<file path="src/rtl/pkt_arb_pkg.sv">
// Shared types and constants for the output-link arbiter and its round-robin picker.
// ID_W and FLIT_W mirror the node-wide link widths.
package pkt_arb_pkg;

    localparam int unsigned ID_W   = 8;
    localparam int unsigned FLIT_W = 32;

    localparam logic QOS_HI = 1'b1;
    localparam logic QOS_LO = 1'b0;

    typedef struct packed {
        logic              qos;
        logic [1:0]        pkt_type;
        logic [ID_W-1:0]   src;
        logic [ID_W-1:0]   tgt;
        logic [FLIT_W-1:0] data;
    } pkt_t;

    // Index width for an n-entry round-robin, never narrower than one bit.
    function automatic int unsigned idx_w(input int unsigned n);
        return (n <= 1) ? 1 : $clog2(n);
    endfunction

endpackage

</file>
<file path="src/rtl/pkt_link_arb_rr_pick.sv">
// Combinational round-robin picker: first set request at or above ptr, wrapping N-1 -> 0.
module rr_pick
    import pkt_arb_pkg::*;
#(
    parameter  int unsigned N     = 8,
    localparam int unsigned IDX_W = idx_w(N)
) (
    input  logic [N-1:0]     req,
    input  logic [IDX_W-1:0] ptr,
    output logic [N-1:0]     gnt_c,
    output logic [IDX_W-1:0] idx_c,
    output logic             any_c
);

    logic [N-1:0]   rot;
    logic [IDX_W:0] sum;

    // Rotate so ptr sits at bit 0, take the lowest set bit, then undo the rotation.
    always_comb begin
        rot   = N'({req, req} >> ptr);
        sum   = '0;
        gnt_c = '0;
        any_c = |req;
        for (int k = int'(N) - 1; k >= 0; k--) begin
            if (rot[k[IDX_W-1:0]]) begin
                sum = {1'b0, ptr} + (IDX_W+1)'(k);
            end
        end
        if (sum >= (IDX_W+1)'(N)) begin
            sum = sum - (IDX_W+1)'(N);
        end
        idx_c = sum[IDX_W-1:0];
        if (any_c) begin
            gnt_c[idx_c] = 1'b1;
        end
    end

endmodule

</file>
<file path="src/rtl/pkt_link_arb.sv">
// Output-link scheduler: two-class QoS arbitration with per-class round-robin,
// a starvation guard for the low class, and a single registered output stage.
module pkt_link_arb
    import pkt_arb_pkg::*;
#(
    parameter  int unsigned N_REQ      = 8,
    parameter  int unsigned STARVE_LIM = 4,
    localparam int unsigned IDX_W      = idx_w(N_REQ)
) (
    input  logic                         clk,
    input  logic                         rst_n,
    input  logic [N_REQ-1:0]             req_vld,
    output logic [N_REQ-1:0]             req_rdy,
    input  logic [N_REQ-1:0]             req_qos,
    input  logic [N_REQ-1:0][1:0]        req_type,
    input  logic [N_REQ-1:0][ID_W-1:0]   req_src,
    input  logic [N_REQ-1:0][ID_W-1:0]   req_tgt,
    input  logic [N_REQ-1:0][FLIT_W-1:0] req_data,
    output logic                         out_vld,
    input  logic                         out_rdy,
    output logic                         out_qos,
    output logic [1:0]                   out_type,
    output logic [ID_W-1:0]              out_src,
    output logic [ID_W-1:0]              out_tgt,
    output logic [FLIT_W-1:0]            out_data,
    output logic [IDX_W-1:0]             out_gnt_id
);

    localparam int unsigned SC_W = idx_w(STARVE_LIM + 1);

    logic [N_REQ-1:0] hi_req_c, lo_req_c, hi_gnt_c, lo_gnt_c, gnt_c;
    logic [IDX_W-1:0] hi_idx_c, lo_idx_c, gnt_idx_c, nxt_ptr_c;
    logic [IDX_W-1:0] hi_ptr, lo_ptr;
    logic             hi_any_c, lo_any_c, starve_hit_c, use_lo_c;
    logic             any_vld_c, load_c, xfer_c;
    logic [SC_W-1:0]  starve_cnt;
    pkt_t             sel_pkt_c, out_pkt;

    always_comb begin
        for (int i = 0; i < int'(N_REQ); i++) begin
            hi_req_c[i] = req_vld[i] && (req_qos[i] == QOS_HI);
            lo_req_c[i] = req_vld[i] && (req_qos[i] == QOS_LO);
        end
    end

    rr_pick #(.N(N_REQ)) u_pick_hi (
        .req   (hi_req_c),
        .ptr   (hi_ptr),
        .gnt_c (hi_gnt_c),
        .idx_c (hi_idx_c),
        .any_c (hi_any_c)
    );

    rr_pick #(.N(N_REQ)) u_pick_lo (
        .req   (lo_req_c),
        .ptr   (lo_ptr),
        .gnt_c (lo_gnt_c),
        .idx_c (lo_idx_c),
        .any_c (lo_any_c)
    );

    // Class select and grant; ready is held low during reset since load is otherwise true.
    always_comb begin
        starve_hit_c = (STARVE_LIM != 0) && (starve_cnt == SC_W'(STARVE_LIM)) && lo_any_c;
        use_lo_c     = !hi_any_c || starve_hit_c;
        gnt_c        = use_lo_c ? lo_gnt_c : hi_gnt_c;
        gnt_idx_c    = use_lo_c ? lo_idx_c : hi_idx_c;
        any_vld_c    = |req_vld;
        load_c       = !out_vld || out_rdy;
        xfer_c       = load_c && any_vld_c;
        req_rdy      = (xfer_c && rst_n) ? gnt_c : '0;
        nxt_ptr_c    = (gnt_idx_c == IDX_W'(N_REQ - 1)) ? '0 : gnt_idx_c + IDX_W'(1);
        sel_pkt_c    = '{qos:      req_qos[gnt_idx_c],
                         pkt_type: req_type[gnt_idx_c],
                         src:      req_src[gnt_idx_c],
                         tgt:      req_tgt[gnt_idx_c],
                         data:     req_data[gnt_idx_c]};
    end

    // Output register, per-class pointers and starvation counter all advance only on load.
    always_ff @(posedge clk or negedge rst_n) begin
        if (!rst_n) begin
            out_vld    <= 1'b0;
            out_pkt    <= '0;
            out_gnt_id <= '0;
            hi_ptr     <= '0;
            lo_ptr     <= '0;
            starve_cnt <= '0;
        end else if (load_c) begin
            out_vld <= any_vld_c;
            if (any_vld_c) begin
                out_pkt    <= sel_pkt_c;
                out_gnt_id <= gnt_idx_c;
                if (use_lo_c) begin
                    lo_ptr     <= nxt_ptr_c;
                    starve_cnt <= '0;
                end else begin
                    hi_ptr <= nxt_ptr_c;
                    if (!lo_any_c) begin
                        starve_cnt <= '0;
                    end else if (starve_cnt != SC_W'(STARVE_LIM)) begin
                        starve_cnt <= starve_cnt + SC_W'(1);
                    end
                end
            end
        end
    end

    assign out_qos  = out_pkt.qos;
    assign out_type = out_pkt.pkt_type;
    assign out_src  = out_pkt.src;
    assign out_tgt  = out_pkt.tgt;
    assign out_data = out_pkt.data;

endmodule

</file>
<file path="config.mk">
export PLATFORM = sky130hd
export DESIGN_NAME = pkt_link_arb
export DESIGN_NICKNAME = d
export VERILOG_FILES = /design/src/rtl/pkt_arb_pkg.sv /design/src/rtl/pkt_link_arb_rr_pick.sv /design/src/rtl/pkt_link_arb.sv
export SDC_FILE = /design/constraint.sdc
export NUM_CORES = 1
export LEC_CHECK = 0
export CAP_MARGIN = 10
export CORE_AREA = 5 5 185 187
export CTS_CLUSTER_DIAMETER = 30
export DETAILED_ROUTE_END_ITERATION = 8
export DIE_AREA = 0 0 190 192
export PLACE_DENSITY = 0.59
export SYNTH_ARGS = -nofsm -noshare
export SYNTH_HDL_FRONTEND = slang
export SYNTH_HIERARCHICAL = 1
export SYNTH_SLANG_ARGS = --single-unit
export TNS_END_PERCENT = 5
</file>
<file path="constraint.sdc">
create_clock -name clk -period 6.32 [get_ports clk]
set_input_delay 1.264 -clock clk [delete_from_list [all_inputs] [get_ports clk]]
set_output_delay 1.264 -clock clk [all_outputs]
set_load 0.1 [all_outputs]
</file>
# Word-level counts from Yosys, hierarchy flattened
# Cells that the tools add are included.
[totals]
register_bits = 64
input_bits = 419
out_inout_bits = 63
elab_cells = 123
[op_classes]
add_sub_neg = 18
n_lt_le_gt_ge = 7
eq_ne = 4
shift = 2
mux = 41
n_bitwise = 9
reduce_logical = 32
[op_table]
columns = ["operator", "n"]
rows = [
  ["binary-select mux 32 bit (select 3 bit)", 1],
  ["2-to-1 mux 4 bit", 16],
  ["binary-select mux 8 bit (select 3 bit)", 2],
  ["2-to-1 mux 8 bit", 6],
  ["adder 3 x 3 -> 4 bit, second input constant", 8],
  ["2-to-1 mux 32 bit", 1],
  ["right shift 16 x 3 -> 8 bit", 2],
  ["OR reduction 8 bit", 3],
  ["logical AND 1 bit", 21],
  ["2-to-1 mux 3 bit", 7],
  ["adder 3 x 2 -> 4 bit, second input constant", 4],
  ["less-than comparator 3 x 4 -> 1 bit, second input constant", 3],
  ["inverter 1 bit", 9],
  ["AND reduction 3 bit", 3],
  ["adder 3 x 1 -> 4 bit, second input constant", 2],
  [">= comparator 4 bit, second input constant", 2],
  ["adder 3 x 1 -> 3 bit, second input constant", 2],
  ["binary-select mux 2 bit (select 3 bit)", 1],
  ["demux 1 bit (select 3 bit)", 2],
  ["equality test 3 bit, second input constant", 2],
  [">= comparator 3 x 1 -> 1 bit, second input constant", 2],
  ["subtractor 3 x 1 -> 3 bit, second input constant", 2],
  ["binary-select mux 1 bit (select 3 bit)", 1],
  ["2-to-1 mux 1 bit", 3],
  ["6 further kinds", 8],
]

# Longest topological paths before layout
# Gate-level depths: netlist (run 1).
[depth]
ltp_word = 20
ltp_mapped = 17

# By module
# The synthesis (run 1) kept the hierarchy.
[modules_own_cells]
columns = ["mod", "n_inst", "cells_each", "area_per_inst_um2", "seq_area_each_um2"]
rows = [
  ["pkt_link_arb", 1, 627, 5829.3, 1601.5],
  ["rr_pick at u_pick_lo", 1, 128, 969.7, 0.0],
  ["rr_pick at u_pick_hi", 1, 107, 917.1, 0.0],
]

# Worst setup path after synthesis (run 1)
# OpenSTA, ideal clock, no wires.
[synth_path]
path_type = "input to output"
start = "input port req_vld[5]"
end = "output port req_rdy[1]"
t_arrival_ns = 4.865
setup_slack_ns = 0.191
cell_stages = 10
n_path_buf = 1
cell_sequence = "nor2b_1 clkbuf_2 mux4_2 and4_1 or4_1 a21oi_2 o221ai_2 nor3b_1 nand2_1 a21oi_1"
[synth_between]
elab_chain_len = 19
word_cells_on_any_way = 48
[synth_rtl]
columns = ["element", "line", "rtl"]
rows = [
  ["start: declaration", "pkt_link_arb.sv:12", "input logic [N_REQ-1:0] req_vld,"],
  ["logical AND 1 bit *", "pkt_link_arb.sv:42", "lo_req_c[i] = req_vld[i] && (req_qos[i] == QOS_LO);"],
  ["right shift 16 x 3 -> 8 bit *", "pkt_link_arb_rr_pick.sv:20", "rot = N'({req, req} >> ptr);"],
  ["2-to-1 mux 4 bit (7 in a row)", "pkt_link_arb_rr_pick.sv:25", "if (rot[k[IDX_W-1:0]]) begin"],
  ["2-to-1 mux 4 bit *", "pkt_link_arb_rr_pick.sv:25", ""],
  [">= comparator 4 bit or subtractor 3 x 1 -> 3 bit (tied branches)", "pkt_link_arb_rr_pick.sv:29, pkt_link_arb_rr_pick.sv:30", ""],
  ["2-to-1 mux 3 bit *", "pkt_link_arb_rr_pick.sv:29", "if (sum >= (IDX_W+1)'(N)) begin"],
  ["named net lo_idx_c[1]", "pkt_link_arb.sv:32", "logic [IDX_W-1:0] hi_idx_c, lo_idx_c, gnt_idx_c, nxt_ptr_c;"],
  ["less-than comparator 3 x 4 -> 1 bit (not written as such) or >= comparator 3 x 1 -> 1 bit (tied branches)", "pkt_link_arb_rr_pick.sv:34", "gnt_c[idx_c] = 1'b1;"],
  ["logical AND 1 bit (not written as such)", "pkt_link_arb_rr_pick.sv:34", ""],
  ["2-to-1 mux 1 bit (not written as such)", "pkt_link_arb_rr_pick.sv:34", ""],
  ["demux 1 bit (select 3 bit) *", "--", ""],
  ["2-to-1 mux 8 bit *", "pkt_link_arb_rr_pick.sv:33", "if (any_c) begin"],
  ["named net lo_gnt_c[1]", "pkt_link_arb.sv:31", "logic [N_REQ-1:0] hi_req_c, lo_req_c, hi_gnt_c, lo_gnt_c, gnt_c;"],
  ["2-to-1 mux 8 bit *", "pkt_link_arb.sv:66", "gnt_c = use_lo_c ? lo_gnt_c : hi_gnt_c;"],
  ["2-to-1 mux 8 bit *", "pkt_link_arb.sv:71", "req_rdy = (xfer_c && rst_n) ? gnt_c : '0;"],
  ["end: declaration", "pkt_link_arb.sv:13", "output logic [N_REQ-1:0] req_rdy,"],
]
# The timed path passes the listed nets; every way through them passes the cells marked *.

# Final worst setup path (run 1)
[layout_path]
start = "input port req_vld[3]"
end = "output port req_rdy[2]"
[layout_between]
elab_chain_len = 19
word_cells_on_any_way = 48
[layout_rtl]
columns = ["element", "line"]
rows = [
  ["logical AND 1 bit *", "pkt_link_arb.sv:42"],
  ["named net lo_req_c[3]", "pkt_link_arb.sv:31"],
  ["right shift 16 x 3 -> 8 bit *", "pkt_link_arb_rr_pick.sv:20"],
  ["2-to-1 mux 4 bit (7 in a row)", "pkt_link_arb_rr_pick.sv:25"],
  ["2-to-1 mux 4 bit *", "pkt_link_arb_rr_pick.sv:25"],
  [">= comparator 4 bit or subtractor 3 x 1 -> 3 bit (tied branches)", "pkt_link_arb_rr_pick.sv:29, pkt_link_arb_rr_pick.sv:30"],
  ["2-to-1 mux 3 bit *", "pkt_link_arb_rr_pick.sv:29"],
  ["named net lo_idx_c[2]", "pkt_link_arb.sv:32"],
  ["less-than comparator 3 x 4 -> 1 bit (not written as such) or >= comparator 3 x 1 -> 1 bit (tied branches)", "pkt_link_arb_rr_pick.sv:34"],
  ["logical AND 1 bit (not written as such)", "pkt_link_arb_rr_pick.sv:34"],
  ["2-to-1 mux 1 bit (not written as such)", "pkt_link_arb_rr_pick.sv:34"],
  ["demux 1 bit (select 3 bit) *", "--"],
  ["2-to-1 mux 8 bit *", "pkt_link_arb_rr_pick.sv:33"],
  ["named net lo_gnt_c[2]", "pkt_link_arb.sv:31"],
  ["2-to-1 mux 8 bit *", "pkt_link_arb.sv:66"],
  ["2-to-1 mux 8 bit *", "pkt_link_arb.sv:71"],
]
# Marked as above.

==> results of run 1 <==
[flip-flops by register name (all words and copies together), names as in the netlist]
register    count
hi_ptr          3
lo_ptr          3
out_data       32
out_gnt_id      3
out_qos         1
out_src         8
out_tgt         8
out_type        2
out_vld         1
starve_cnt      3
[worst paths after layout]
check                         startpoint  slack, ns            end
hold reg to reg            out_gnt_id[2]       0.50  out_gnt_id[2]
setup reg to reg               lo_ptr[0]       1.60     out_src[1]
min in group asynchronous          rst_n       0.76  out_gnt_id[0]
setup / recovery              req_vld[3]       0.28     req_rdy[2]
hold / removal             out_gnt_id[2]       0.50  out_gnt_id[2]
max in group asynchronous          rst_n       4.45   out_data[14]
[what timing repair did]
item | 4_1_cts | 5_1_grt
resized for setup | 0 | 2
hold endpoints to repair | 0 | 0
endpoints found under the setup margin | 0 | 4
[per-stage QoR]
stage | total power [µW] | std cells | utilization | cell area [µm²]
floorplan | 6590 | 862 | - | 7720
global placement | 8790 | 1742 | 0.407 | 13100
detailed placement | 8810 | 1742 | 0.407 | 13100
CTS | 9370 | 1757 | 0.416 | 13400
global route | 9890 | 1762 | 0.416 | 13400
finish | 9300 | 1762 | 0.416 | 13400
[power by group]
part           total [µW]  internal, µW  switching, µW  leakage (µW)
clock network         524           315            209      0.000139
registers             856           637            218      0.000782
logic                7920          3190           4730       0.00454
total                9300          4140           5160       0.00546
[placed cells by master, fill, tap and decap left out, types with 10 or more instances in the layout]
| cell | count |
|---|---|
| a211o_1 | 52 |
| a21oi_1 | 73 |
| buf_12 | 15 |
| buf_4 | 22 |
| clkdlybuf4s50_1 | 472 |
| dfrtp_1 | 64 |
| inv_1 | 67 |
| mux2i_1 | 60 |
| mux4_2 | 67 |
| nand2_1 | 154 |
| nor2_1 | 20 |
| nor2b_1 | 11 |
| nor3_1 | 10 |
| o21ai_0 | 10 |
| o32ai_1 | 52 |
[area by class of cell]
type	instances	area (µm²)
Tap cell	442	553
Clock inverter	3	42.5
Multi-Input combinational cell	657	5530
Fill cell	3177	18900
Clock buffer	12	246
Antenna cell	5	12.5
Timing Repair Buffer	509	5190
Sequential cell	64	1600
Inverter	70	263
[cells by family after synthesis]
logic type	synth area share
mux	0.295
xor+xnor	0.00114
compound gates	0.240
fa+ha+maj	0.0114
simple gates	0.162
flops	0.208
buf+inv	0.0833
[layer usage]
layer / track usage / up-vias / routed length, µm
met5: 0 / - / 7
met2: 0.354 / 373 / 20700
li1: - / 4203 / -
met1: 0.272 / 4445 / 16700
met3: 0.0474 / 42 / 2540
met4: 0.0593 / 2 / 736
[worst max-delay path, stage by stage]
cell,delay (ns)
clkdlybuf4s50_1,0.49
nor2b_1,0.49
mux4_1,0.45
inv_1,0.12
o21ai_0,0.33
a311o_1,0.18
a31oi_1,0.05
nor2_1,0.32
clkinv_1,0.25
nor3b_1,0.27
nand2_1,0.08
a21oi_1,0.27
buf_12,0.22
==> run metrics, run 1 <==
RSZ-0062 raised after global routing false; Hold Buf Count CTS 0; CTS Buf Count 9; synth cell count leaders nand2_1 (154), a21oi_1 (74), inv_1 (67), mux4_2 (67), dfrtp_1 (64); Vias ~9100; Setup Skew approximately 0.01 ns; cells after synthesis around 860; largest area contributor in the netlist dfrtp_1; Worst EP arrival about 4.8 ns; GRT Overall Usage 0.211; worst slack at placement 0.242 ns; most frequent cell after synthesis nand2_1; CP required between 5 and 6 ns; proportion of layout cells with a drive suffix above 1 0.110; post-synthesis cell area about 7700 µm²; fmax ~170 MHz; VDD IR-drop max between 300 and 400 µV; Min-Delay Path Depth 1; Max clock buf depth 2; drt wl/cell 23.1 µm; # rows 66; slew of the pin with the lowest slew margin about 1.1 ns; Setup crit end kind primary output; critical path class primary input to primary output; vias in the first global route 8989; antenna viol nets, final 0; I/O pin total 482; top cells by area, synth dfrtp_1 (21%), mux4_2 (20%), mux2i_1 (7.8%); Final HPWL DP 32400 µm; prevailing post-synth register cell dfrtp_1; Initial Util 0.239; Synth cell types 78; Final Net Count 1737; post-detailed-route via-to-cell ratio about 5; Yosys reg bits 64; Synth top area share 0.208; die span in x around 190 µm; status complete, no violations; largest net degree at the start of global routing 62; Hold Path Class register to register; die area 36500 µm²; area of the core 32300 µm²; CTS H-tree lvls 3; Post-synth EDFFs 0; Hold Slack ~0.50 ns; Pwr Density roughly 690 nW/µm²; Synth async-reset ratio 1.00; final worst setup slack between 0.2 and 0.3 ns; yosys warns 6; Final GP Congestion 0.910; GRT overflow 0; first-pass GRT wire length between 50000 and 60000 µm; Worst-Skew Late Latency between 0.3 and 0.4 ns; remaining routing DRC violations 0; crit path max fanout 8; syn avg cell area 8.95 µm²; Slew Limit Fails 0; final cycle utilization of the critical path 0.956; Leak Pwr roughly 0.0055 µW; initial antenna violation count 6; clock slew at the register clock pins of the worst setup and hold paths roughly 0.060 ns; Startpoint Class primary input; die height approximately 190 µm; initial DRC count roughly 470; Area Growth Syn to Fin 74.1%; syn nets ~1300; headroom to the max-slew limit 0.233; Post-Route Setup TNS 0 ns; Tmin final about 6.0 ns; CTS root buf clkbuf_16; R2R cell count 12; Final Hold Vio Count 0; final wirelength between 40000 and 50000 µm; Max Cap Viol 0; Setup-failing EPs final 0; Seq/Total Area, Yosys 0.208; Post-CTS Setup Bufs 0; clock sinks 64; CTS tree built; port bufs between 400 and 500; drt pass-1 iters 4
(Power assumes the default switching activity.)
==> run 2: changes to the inputs <==
CTS_BUF_LIST = sky130_fd_sc_hd__clkbuf_4 sky130_fd_sc_hd__clkbuf_8 sky130_fd_sc_hd__clkbuf_16   (was unset)
==> run 2 against run 1 <==
Fmax rose by 0.10%. Worst setup slack better by 0.0061 ns. Clock-buffer cell count unchanged. Non-clock buffer count did not move. Hold slack hardly changed. Register-to-register slack is essentially flat. Total power up 0.11%. First-iteration DRC count did not move. Die area unchanged. Sequential power barely moved. Combinational power barely moved. Via count increased by 0.12%. Critical endpoint unchanged.
==> run metrics, run 2 (same netlist as run 1, synthesis figures left out) <==
CTS tree built; VDD IR-drop max 351 µV (-0.20%); R2R cell count 12 (unchanged); Final Hold Vio Count 0 (unchanged); max reg flops 32 (unchanged); commonest non-fill, non-tap cell in the layout clkdlybuf4s50_1; Area Growth Syn to Fin 74.2% (about the same); die height 192 µm (unchanged); Post-Route Setup TNS 0 ns (unchanged); critical path class primary input to primary output; CTS root buf clkbuf_16; WL met2 20700 µm (+0.23%); clock slew at the register clock pins of the worst setup and hold paths 0.06 ns (about the same); port bufs 481 (unchanged); Worst EP arrival 4.77 ns (about the same); remaining routing DRC violations 0 (unchanged); Setup-failing EPs final 0 (unchanged); CTS H-tree lvls 3 (unchanged); drt wl/cell 23.1 µm (about the same); CP endpoint req_rdy[2]; final cycle utilization of the critical path 0.955 (-0.000962); Final HPWL DP 32400 µm (unchanged); Max clock buf depth 2 (unchanged); Reg-to-Reg Start lo_ptr[0]; Setup crit end kind primary output; clock sinks 64 (unchanged); crit path max fanout 8 (unchanged); area of the core 32300 µm² (unchanged); CTS Buf Count 9 (unchanged); Setup Skew 0.00995 ns (+0.0000227 ns); Critical Path, Cell by Cell clkdlybuf4s50_1 -> nor2b_1 -> mux4_1 -> inv_1 -> o21ai_0 -> a311o_1 -> a31oi_1 -> nor2_1 -> clkinv_1 -> nor3b_1 -> nand2_1 -> a21oi_1 -> buf_12; Final GP Congestion 0.910 (unchanged); CP max-delay cell clkdlybuf4s50_1; Tmin final 6.03 ns (-0.00608 ns); Worst-Skew Late Latency 0.33 ns (about the same); FF-to-FF End out_src[1]; I/O pin total 482 (unchanged); initial DRC count 471 (unchanged); slew of the pin with the lowest slew margin 1.15 ns (unchanged); HP Start out_gnt_id[2]; final wirelength 40700 µm (about the same); wire length on met1 16700 µm (-0.23%); Pwr Density 692 nW/µm² (about the same); critical path's top delay family simple AND/OR/NAND/NOR gates; Max Used Layer met5; Max Cap Viol 0 (unchanged); die span in x 190 µm (unchanged); initial antenna violation count 6 (unchanged); headroom to the max-slew limit 0.233 (unchanged); commonest cells after routing, fill and taps aside clkdlybuf4s50_1 (472), nand2_1 (154), a21oi_1 (73); DP Area 13100 µm² (unchanged); fmax 166 MHz (+0.10%); GRT overflow 0 (unchanged); status complete, no violations; antenna viol nets, final 0 (unchanged); first-pass GRT wire length 58300 µm (unchanged); Total Power 9310 µW (+0.11%); CP required 5.06 ns (about the same); Hold Path Class register to register; worst slack at placement 0.242 ns (unchanged); Leak Pwr 0.00547 µW (+0.13%); Post-CTS Setup Bufs 0 (unchanged); r2r setup slk 1.59 ns (about the same); critical path buffer and inverter count 4 (unchanged); Initial Util 0.239 (unchanged); Final Net Count 1737 (unchanged); die area 36500 µm² (unchanged); drt pass-1 iters 4 (unchanged); DR WL met3 2530 µm (-0.20%); Post-Layout Inst Area 13400 µm² (about the same); Crit. Startpoint req_vld[3]; Crit. path cell count 13 (unchanged); GRT Overall Usage 0.211 (unchanged); vias in the first global route 8989 (unchanged); post-detailed-route via-to-cell ratio 5.15 (+0.12%); # rows 66 (unchanged); Vias 9076 (+0.12%); Startpoint Class primary input; final worst setup slack 0.287 ns (+0.00608 ns); RSZ-0062 raised after global routing false; largest net degree at the start of global routing 62 (unchanged); crit-path max cell delay 0.49 ns (about the same); proportion of layout cells with a drive suffix above 1 0.112 (+0.00152); Slew Limit Fails 0 (unchanged)
## run 2: cell counts in the layout (fill, tap and decap cells not counted)
No cell type changed its count.
## run 2: area by class of cell
cell class | instances | area (µm²)
diodes | 5 | 12.5
clock buffers | 12 | 254
clock inverters | 3 | 42.5
fillers | 3176 | 18800
inverters | 70 | 263
multi-input cells | 657 | 5530
flip-flops and latches | 64 | 1600
well taps | 442 | 553
repair buffers | 509 | 5190
## run 2: what timing repair did
action,CTS,global route
endpoints found under the hold margin,0,0
resized for setup,0,2
endpoints found under the setup margin,0,4
hold buffers,0,0
## run 2: worst min-delay path by stage
stage / to / slack, ns / cells after the start
global placement: out_gnt_id[2] / 0.48 / 1
CTS: out_gnt_id[2] / 0.50 / 1
global route: out_gnt_id[2] / 0.54 / 1
floorplan: lo_ptr[1] / 0.50 / 2
finish: out_gnt_id[2] / 0.50 / 1
detailed placement: out_gnt_id[2] / 0.48 / 1
## run 2: routing by layer
metal  up-vias  track usage
met2       367        0.354
met4         2       0.0593
met1      4462        0.272
li1       4203            -
met5         -            0
met3        42       0.0474
## run 2: report_power, final
part / switching (µW) / leakage (µW) / internal, µW
clock: 209 / 0.000146 / 323
sequential: 218 / 0.000782 / 637
combinational: 4730 / 0.00454 / 3190
## run 2: per-stage QoR
stage               std cells   util  hold slack (ns)
floorplan                 862      -            0.496
global placement         1742  0.407            0.478
detailed placement       1742  0.407            0.483
CTS                      1757  0.416            0.502
global route             1762  0.416            0.537
finish                   1762  0.416            0.501
## run 2: worst register-to-register path, stage by stage, from the launching register on
cell	delay [ns]
dfrtp_1	0.86
inv_1	0.29
ha_1	0.47
or3b_1	0.40
a211oi_1	0.21
or4_1	0.16
a21oi_2	0.06
o221ai_2	0.37
a21boi_0	0.50
or2_4	0.33
buf_4	0.26
mux4_2	0.39
a211o_1	0.31
